File: config.mk
export PLATFORM = sky130hd
export DESIGN_NAME = lag_sensor_rx_flat
export DESIGN_NICKNAME = d
export VERILOG_FILES = /design/src/rtl/lag_sensor_rx_if.sv /design/src/rtl/lag_sensor_rx.sv /design/src/flat_wrapper.sv
export SDC_FILE = /design/constraint.sdc
export NUM_CORES = 1
export LEC_CHECK = 0
export BUFFER_PORTS_ARGS = -buffer_cell sky130_fd_sc_hd__buf_2
export CAP_MARGIN = 30
export CORE_UTILIZATION = 30
export DETAILED_ROUTE_END_ITERATION = 6
export HOLD_SLACK_MARGIN = 0.08
export PLACE_DENSITY = 0.56
export SYNTH_ARGS = -nofsm -noshare
export SYNTH_HDL_FRONTEND = slang
export SYNTH_SLANG_ARGS = --single-unit
File: constraint.sdc
create_clock -name clk -period 1.9 [get_ports clk]
set_input_delay 0.285 -clock clk [delete_from_list [all_inputs] [get_ports clk]]
set_output_delay 0.285 -clock clk [all_outputs]
set_load 0.01 [all_outputs]
File: src/rtl/lag_sensor_rx_if.sv
// Handshake bundle between the lag-test pattern side and the photodiode receiver.
interface lag_sensor_rx_if #(parameter int CNT_W = 24);
  logic             start;
  logic             sensor_in;
  logic             clear;
  logic             sensor_lvl;
  logic             busy;
  logic             done;
  logic [1:0]       status;
  logic [CNT_W-1:0] latency;
  logic [CNT_W-1:0] lat_min;
  logic [CNT_W-1:0] lat_max;
  logic [7:0]       meas_cnt;

  modport master (
    output start, sensor_in, clear,
    input  sensor_lvl, busy, done, status, latency, lat_min, lat_max, meas_cnt
  );

  modport slave (
    input  start, sensor_in, clear,
    output sensor_lvl, busy, done, status, latency, lat_min, lat_max, meas_cnt
  );
endinterface

File: src/rtl/lag_sensor_rx.sv
// Photodiode receiver: sync + debounce, then times start -> sensor lit in clk cycles.
// Optional running min/max/count tracking is compiled in with LAG_RX_MINMAX_EN.
module lag_sensor_rx #(
  parameter int CNT_W           = 24,
  parameter int DEBOUNCE_CYCLES = 16,
  parameter int TIMEOUT_CYCLES  = 4000000
) (
  input  logic            clk,
  input  logic            reset,
  lag_sensor_rx_if.slave  bus
);
  localparam logic [1:0] ST_OK      = 2'd0;
  localparam logic [1:0] ST_TIMEOUT = 2'd1;
  localparam logic [1:0] ST_LIT     = 2'd2;

  typedef enum logic [1:0] {IDLE, MEASURE, DONE} state_t;

  state_t           state;
  logic             sync1, s, lvl;
  logic [7:0]       run;
  logic [CNT_W-1:0] cnt, edge_cnt, latency;
  logic             busy, done;
  logic [1:0]       status;
  logic             s_rise;

  // sync1 is what s takes on this edge, so this marks the edge where s goes 0->1
  assign s_rise = sync1 & ~s;

  always_ff @(posedge clk) begin
    if (reset) begin
      sync1 <= 1'b0;
      s     <= 1'b0;
      lvl   <= 1'b0;
      run   <= '0;
    end else begin
      sync1 <= bus.sensor_in;
      s     <= sync1;
      if (s == lvl)
        run <= '0;
      else if (run == 8'(DEBOUNCE_CYCLES - 1)) begin
        lvl <= s;
        run <= '0;
      end else
        run <= run + 8'd1;
    end
  end

  always_ff @(posedge clk) begin
    if (reset) begin
      state    <= IDLE;
      cnt      <= '0;
      edge_cnt <= '0;
      busy     <= 1'b0;
      done     <= 1'b0;
      status   <= ST_OK;
      latency  <= '0;
    end else begin
      done <= 1'b0;
      case (state)
        IDLE: begin
          if (bus.start) begin
            cnt      <= '0;
            edge_cnt <= '0;
            if (lvl) begin
              state   <= DONE;
              done    <= 1'b1;
              status  <= ST_LIT;
              latency <= '1;
            end else begin
              state <= MEASURE;
              busy  <= 1'b1;
            end
          end
        end
        MEASURE: begin
          // restart drops the current run silently; acceptance outranks timeout
          if (bus.start) begin
            cnt      <= '0;
            edge_cnt <= '0;
          end else if (lvl) begin
            state   <= DONE;
            busy    <= 1'b0;
            done    <= 1'b1;
            status  <= ST_OK;
            latency <= edge_cnt;
          end else if (cnt == CNT_W'(TIMEOUT_CYCLES - 1)) begin
            state   <= DONE;
            busy    <= 1'b0;
            done    <= 1'b1;
            status  <= ST_TIMEOUT;
            latency <= '1;
          end else begin
            cnt <= cnt + 1'b1;
            if (s_rise) edge_cnt <= cnt + 1'b1;
          end
        end
        DONE:    state <= IDLE;
        default: state <= IDLE;
      endcase
    end
  end

  assign bus.sensor_lvl = lvl;
  assign bus.busy       = busy;
  assign bus.done       = done;
  assign bus.status     = status;
  assign bus.latency    = latency;

`ifdef LAG_RX_MINMAX_EN
  logic [CNT_W-1:0] lat_min, lat_max;
  logic [7:0]       meas_cnt;

  always_ff @(posedge clk) begin
    if (reset || bus.clear) begin
      lat_min  <= '1;
      lat_max  <= '0;
      meas_cnt <= '0;
    end else if (done && status == ST_OK) begin
      if (latency < lat_min) lat_min <= latency;
      if (latency > lat_max) lat_max <= latency;
      if (meas_cnt != 8'hff) meas_cnt <= meas_cnt + 8'd1;
    end
  end

  assign bus.lat_min  = lat_min;
  assign bus.lat_max  = lat_max;
  assign bus.meas_cnt = meas_cnt;
`else
  assign bus.lat_min  = '0;
  assign bus.lat_max  = '0;
  assign bus.meas_cnt = '0;
`endif

endmodule
File: src/flat_wrapper.sv
// flat-port wrapper written by rule: the top's interface ports become plain ports
module lag_sensor_rx_flat 
#(
  parameter int CNT_W           = 24,
  parameter int DEBOUNCE_CYCLES = 16,
  parameter int TIMEOUT_CYCLES  = 4000000
)
  (clk, reset, bus_start, bus_sensor_in, bus_clear, bus_sensor_lvl, bus_busy, bus_done, bus_status, bus_latency, bus_lat_min, bus_lat_max, bus_meas_cnt);
  lag_sensor_rx_if #(.CNT_W(CNT_W)) bus_i ();
  input  logic clk;
  input  logic reset;
  input wire logic [$bits(bus_i.start)-1:0] bus_start;
  input wire logic [$bits(bus_i.sensor_in)-1:0] bus_sensor_in;
  input wire logic [$bits(bus_i.clear)-1:0] bus_clear;
  output wire logic [$bits(bus_i.sensor_lvl)-1:0] bus_sensor_lvl;
  output wire logic [$bits(bus_i.busy)-1:0] bus_busy;
  output wire logic [$bits(bus_i.done)-1:0] bus_done;
  output wire logic [$bits(bus_i.status)-1:0] bus_status;
  output wire logic [$bits(bus_i.latency)-1:0] bus_latency;
  output wire logic [$bits(bus_i.lat_min)-1:0] bus_lat_min;
  output wire logic [$bits(bus_i.lat_max)-1:0] bus_lat_max;
  output wire logic [$bits(bus_i.meas_cnt)-1:0] bus_meas_cnt;
  assign bus_i.start = bus_start;
  assign bus_i.sensor_in = bus_sensor_in;
  assign bus_i.clear = bus_clear;
  assign bus_sensor_lvl = bus_i.sensor_lvl;
  assign bus_busy = bus_i.busy;
  assign bus_done = bus_i.done;
  assign bus_status = bus_i.status;
  assign bus_latency = bus_i.latency;
  assign bus_lat_min = bus_i.lat_min;
  assign bus_lat_max = bus_i.lat_max;
  assign bus_meas_cnt = bus_i.meas_cnt;
  lag_sensor_rx #(.CNT_W(CNT_W), .DEBOUNCE_CYCLES(DEBOUNCE_CYCLES), .TIMEOUT_CYCLES(TIMEOUT_CYCLES)) u_core (.clk(clk), .reset(reset), .bus(bus_i));
endmodule
Word-level counts from Yosys, hierarchy flattened
Index checks and enable logic that the tools add are counted.
{"block": "classes", "bitwise_logic": 3, "addsub": 2, "reduce_logical": 9, "muxes": 40, "eq_ne": 12}
{"cell": "$mux W24", "n": 13}
{"cell": "$pmux W24 S2", "n": 3}
{"cell": "$add A24 B1 Y24 const B", "n": 1}
{"cell": "$eq A24 B22 Y1 const B", "n": 1}
{"cell": "$mux W2", "n": 10}
{"cell": "$reduce_and A5 Y1", "n": 3}
{"cell": "$mux W1", "n": 10}
{"cell": "$add A8 B1 Y8 const B", "n": 1}
{"cell": "$eq A8 B4 Y1 const B", "n": 1}
{"cell": "$pmux W2 S2", "n": 2}
{"cell": "$ne A2 B2 Y1 const B", "n": 3}
{"cell": "$ne A3 B3 Y1 const B", "n": 2}
{"cell": "$pmux W1 S2", "n": 2}
{"cell": "$reduce_and A4 Y1", "n": 1}
{"cell": "$ne A3 B1 Y1 const B", "n": 1}
{"cell": "$ne A3 B2 Y1 const B", "n": 1}
{"cell": "$reduce_and A3 Y1", "n": 1}
{"cell": "$reduce_or A3 Y1", "n": 1}
{"cell": "$eq A2 B1 Y1 const B", "n": 1}
{"cell": "$logic_not A2 Y1", "n": 1}
{"cell": "$ne A2 B1 Y1 const B", "n": 1}
{"cell": "$not A1 Y1", "n": 2}
{"cell": "$reduce_and A2 Y1", "n": 1}
{"cell": "$reduce_bool A2 Y1", "n": 1}
{"cell": "other kinds (2)", "n": 2}
{"block": "totals", "wordCells": 77, "inputBits": 5, "output_inout_bits": 85, "reg_bits": 89}

Logic depth before layout (Yosys ltp)
{"block": "depth", "depth_word": 7, "ltp_mapped": 9, "mapped_depth_nobuf": 6}

Worst setup path before layout
OpenSTA, ideal clock, no wires.
{"block": "synth_timing", "path_type": "reg2reg", "start": "reg u_core.cnt[0]", "end": "reg u_core.latency[4], in the netlist u_core.bus.latency[4]", "t_arrival_ns": 2.068, "setup_time_ns": 0.081, "path_stages_with_launch": 10, "setup_slack_ns": -0.249, "period_less_slack_ns": 2.149, "path_buffers": 3, "required_time_ns": 1.819, "cell_sequence": "dfxtp_1 > ha_1 > clkbuf_2 > nand3_1 > or2_1 > buf_4 > o32ai_4 > buf_6 > nor2_1 > a211oi_2"}
{"block": "synth_via", "elab_chain_len": 3}
{"item": "start: declaration", "line_no": "lag_sensor_rx.sv:21", "source": "logic [CNT_W-1:0] cnt, edge_cnt, latency;"}
{"item": "start signal: assignment", "line_no": "lag_sensor_rx.sv:93", "source": "cnt <= cnt + 1'b1;"}
{"item": "$eq A24 B22 Y1", "line_no": "lag_sensor_rx.sv:86", "source": "end else if (cnt == CNT_W'(TIMEOUT_CYCLES - 1)) begin"}
{"item": "$ne A3 B1 Y1 (no source line)"}
{"item": "$reduce_and A5 Y1 (no source line)"}
{"item": "end signal: assignment", "line_no": "lag_sensor_rx.sv:85", "source": "latency <= edge_cnt;"}
{"item": "end: declaration", "line_no": "lag_sensor_rx.sv:21"}
No other way between the ends.
A chain may end at the register's enable or synchronous reset.

Worst setup path after layout
{"block": "layout_timing", "start": "reg u_core.cnt[12]", "end": "reg u_core.cnt[4]"}
{"block": "layout_via", "elab_chain_len": 3}
{"item": "$eq A24 B22 Y1", "line_no": "lag_sensor_rx.sv:86"}
{"item": "$ne A3 B3 Y1 (no source line)"}
{"item": "$reduce_and A4 Y1 (no source line)"}
No other way between the ends.

==> summary.txt <==
STA
  • Max Freq: 0.534 GHz
  • Final Setup Violations: 0
  • Clk_skew: roughly 0.0065 ns
  • Minimum clock period after layout: approximately 1.9 ns
  • RSZ-0062 raised after global routing: true
  • Count of final max-slew check failures: 0
  • Final period utilization: 0.986
  • Final hold vios: 0

Critical path
  • Worst path bufs/invs: 3
  • Critical path class: reg -> reg
  • Top Family by Delay on Critical Path: simple AND/OR/NAND/NOR gates
  • CP arrival: 2.11 ns
  • Max stage delay on crit path: ~0.37 ns
  • Worst Path Required: between 2 and 2.5 ns
  • CP dominant cell by count: buf_6
  • Crit path max-delay cell type: nor4_4
  • CP cell instances: nor4_4, nand4_4, buf_6, o31ai_4, buf_6, buf_8, mux2i_1, nor2_1
  • Startpoint Class: flip-flop
  • CP max FO: 11
  • Kind of end point of the critical path: flip-flop

Route
  • Via count: roughly 3700
  • Post-Route WL: 10700 µm
  • Routed Antenna Nets: 0
  • # DRC: 13
  • DR iter-0 viols: ~250
  • TritonRoute pass-1 iters: 7
  • Routed vias/inst: 4.80
  • WL per Instance: around 14 µm

Synth
  • Synth Area in XOR/XNOR: 0.0557
  • Synth Area in Compound Gates: 0.196
  • Avg Inst Size Synth: approximately 9.0 µm²
  • Count of different cell masters after synthesis: 50
  • Yosys reg bits: 89
  • Cell taking the most area after synthesis: dfxtp_1
  • Largest family of logic cells by synthesized area: simple AND/OR/NAND/NOR gates
  • Yosys warning count: 0
  • Synth Area in Simple Gates: 0.206
  • Register area share after synthesis: 0.390
  • Top cells by area, synth: dfxtp_1, buf_4, a211oi_2
  • Ys flop type: dfxtp_1
  • Asr flop ratio synth: 0
  • Post-synthesis cell count: 507
  • Area share of fa/ha/maj cells after synthesis: 0.00548
  • Yosys top cell area share: 0.390
  • Multiplexer area fraction after synthesis: 0.00658
  • Syn Std Cell Area: 0.00456 mm²
  • EDFF count, synth: 0

GRT
  • Overflow after GRT: 0
  • Gr usage total: 0.138
  • Largest net degree at the start of global routing: 31
  • Vias in the first global route: 3374
  • First-pass GRT wire length: 17200 µm
  • Initial antenna violation count: 0

Power and ir drop
  • Power Internal: about 0.0032 W
  • Switch share: 0.240
  • Sequential power share: 0.451
  • Pwr Density: around 750 mW/mm²
  • Pleak: ~2.2 nW
  • Sw Pwr: ~0.0010 W
  • Clock network fraction of design power: 0.485
  • Peak supply drop: approximately 460 µV
  • Combinational share of power: 0.064

Min path
  • Hold Path Class: in -> reg

Placement
  • Port-buffer cells: 32
  • Detail Placement HPWL: around 7300 µm
  • Cell count after placement: ~740
  • GP Congestion: 0.816

CTS
  • CTS tree: done
  • Clock Root Buffer: clkbuf_16
  • Reg clk slew, reported paths: approximately 0.070 ns
  • Clock buffer depth: 2
  • H-tree levels: 3
  • Clk Latency, worst-skew pair: 0.35 ns
  • CTS sink count: 89
  • CTS Buf Count: 9

Floorplan
  • Die Y: around 130 µm
  • Core area: 0.0147 mm²
  • FP Rows: 44
  • Die W: approximately 130 µm
  • Ports: 90
  • Die Area: between 0.015 and 0.02 mm²
  • Starting density of the core: 0.310

Final layout
  • ANT cells: 0
  • Core Util, Final: 0.380
  • Area grow syn2layout: 22.4%
  • FILL cells: ~1500
  • Share of cells above drive strength 1: 0.282
  • Layout Nets: 584
  • Non-Filler Instances: 766

Flow run
  • Max Cap Violations: 0

Run status
  • Outcome: finished, violations left
  • Failing checks: design-rule violations
cells in the mapped netlist (2+ instances only):
| master | n |
|---|---|
| a21oi_1 | 19 |
| o31ai_1 | 3 |
| a211oi_1 | 2 |
| clkbuf_2 | 2 |
| mux2i_1 | 3 |
| nor3_1 | 4 |
| nor3b_1 | 3 |
| a211oi_2 | 25 |
| nand2b_1 | 6 |
| inv_1 | 5 |
| nor4_1 | 6 |
| o21ai_0 | 19 |
| nor2b_1 | 8 |
| a31oi_1 | 5 |
| o2bb2ai_1 | 21 |
| or3_1 | 3 |
| a32o_1 | 2 |
| nand3b_1 | 11 |
| dfxtp_1 | 89 |
| xnor2_1 | 15 |
| o32ai_1 | 3 |
| buf_1 | 2 |
| and4_1 | 2 |
| ha_1 | 2 |
| buf_2 | 4 |
| and2_1 | 3 |
| or4_1 | 3 |
| buf_4 | 61 |
| clkbuf_1 | 17 |
| nand4_2 | 2 |
| nand2_1 | 14 |
| buf_6 | 5 |
| xor2_1 | 14 |
| nand4_1 | 4 |
| nand3_1 | 19 |
| o41ai_1 | 2 |
| nor2_1 | 82 |
| and3_1 | 5 |
registers in the layout (all words and copies together), names as in the netlist:
register               flops
u_core.bus.busy            1
u_core.bus.done            1
u_core.bus.latency        24
u_core.bus.sensor_lvl      1
u_core.bus.status          2
u_core.cnt                24
u_core.edge_cnt           24
u_core.run                 8
u_core.s                   1
u_core.state               2
u_core.sync1               1
cells by family (layout without fill, tap and decap cells):
| logic type | count (synthesis) | after routing |
|---|---|---|
| simple gates | 181 | 181 |
| compound gates | 106 | 106 |
| buf+inv | 96 | 116 |
| flops | 89 | 89 |
| xor+xnor | 29 | 29 |
| mux | 3 | 3 |
| fa+ha+maj | 2 | 2 |
| other cells | 1 | 56 |
metrics by stage:
stage               hold slack (ns)  setup slack, ns  cell area, µm²  power, W  TNS, ns
floorplan                     0.413          -0.0417            4820   0.00217   -0.101
global placement              0.425          -0.0531            5060   0.00216  -0.0831
detailed placement            0.437          -0.0593            5060   0.00216   -0.251
CTS                           0.163          0.00757            5460   0.00417        0
global route                  0.177          -0.0317            5590   0.00431   -0.194
finish                        0.163           0.0268            5590   0.00416        0
power by group through the flow:
stage	Combinational (W)	Sequential, W	Clock, W
after global routing	0.000291	0.00188	0.00214
after detailed placement	0.000240	0.00192	0
after floorplan	0.000253	0.00192	0
after global placement	0.000237	0.00192	0
final	0.000266	0.00188	0.00202
after CTS	0.000242	0.00188	0.00205
placed cells by master, fill, tap and decap left out, types with 6 or more instances in the layout:
cell       count
nor2_1        81
a211oi_2      25
xnor2_1       15
nand2_1       14
buf_2         32
clkbuf_16     10
buf_4         52
o2bb2ai_1     21
dfxtp_1       83
a21oi_1       17
nor2b_1        8
nand3b_1      11
nand2b_1       6
o21ai_0       19
nand3_1       18
conb_1        56
xor2_1        14
path summary, 6_finish.rpt:
path | startpoint | endpoint | slack [ns] | depth (start not counted)
worst min-delay path | bus_sensor_in | u_core.sync1$_SDFF_PP0_ | 0.16 | 2
worst max register to register | u_core.cnt[12]$_SDFFE_PP0P_ | u_core.cnt[4]$_SDFFE_PP0P_ | 0.03 | 8
worst min register to register | u_core.run[0]$_SDFF_PP0_ | u_core.run[0]$_SDFF_PP0_ | 0.44 | 1
worst max-delay path | u_core.cnt[12]$_SDFFE_PP0P_ | u_core.cnt[4]$_SDFFE_PP0P_ | 0.03 | 8
area by class of cell:
class | count | area (µm²) | area share
Timing Repair Buffer | 95 | 752 | 0.135
Sequential cell | 89 | 1790 | 0.321
Inverter | 5 | 18.8 | 0.00336
Clock inverter | 6 | 96.3 | 0.0172
Multi-Input combinational cell | 377 | 2450 | 0.440
Clock buffer | 10 | 239 | 0.0428
Tap cell | 184 | 230 | 0.0412
routing by layer:
metal	share of wire	vias to the layer above	track usage
met1	0.48	1758	0.185
met2	0.46	107	0.215
li1	-	1801	-
met3	0.047	7	0.0364
met4	0.0098	0	0.0473
met5	0	-	0
repair_timing:
| item | 4_1_cts | 5_1_grt |
|---|---|---|
| resized for setup | 4 | 21 |
| gates cloned | 1 | 1 |
| hold buffers | 0 | 0 |
| endpoints found under the setup margin | 28 | 59 |
| buffers inserted | 1 | 5 |
| pin swaps | 0 | 3 |
Note: power is estimated with default switching activity, not from simulation.
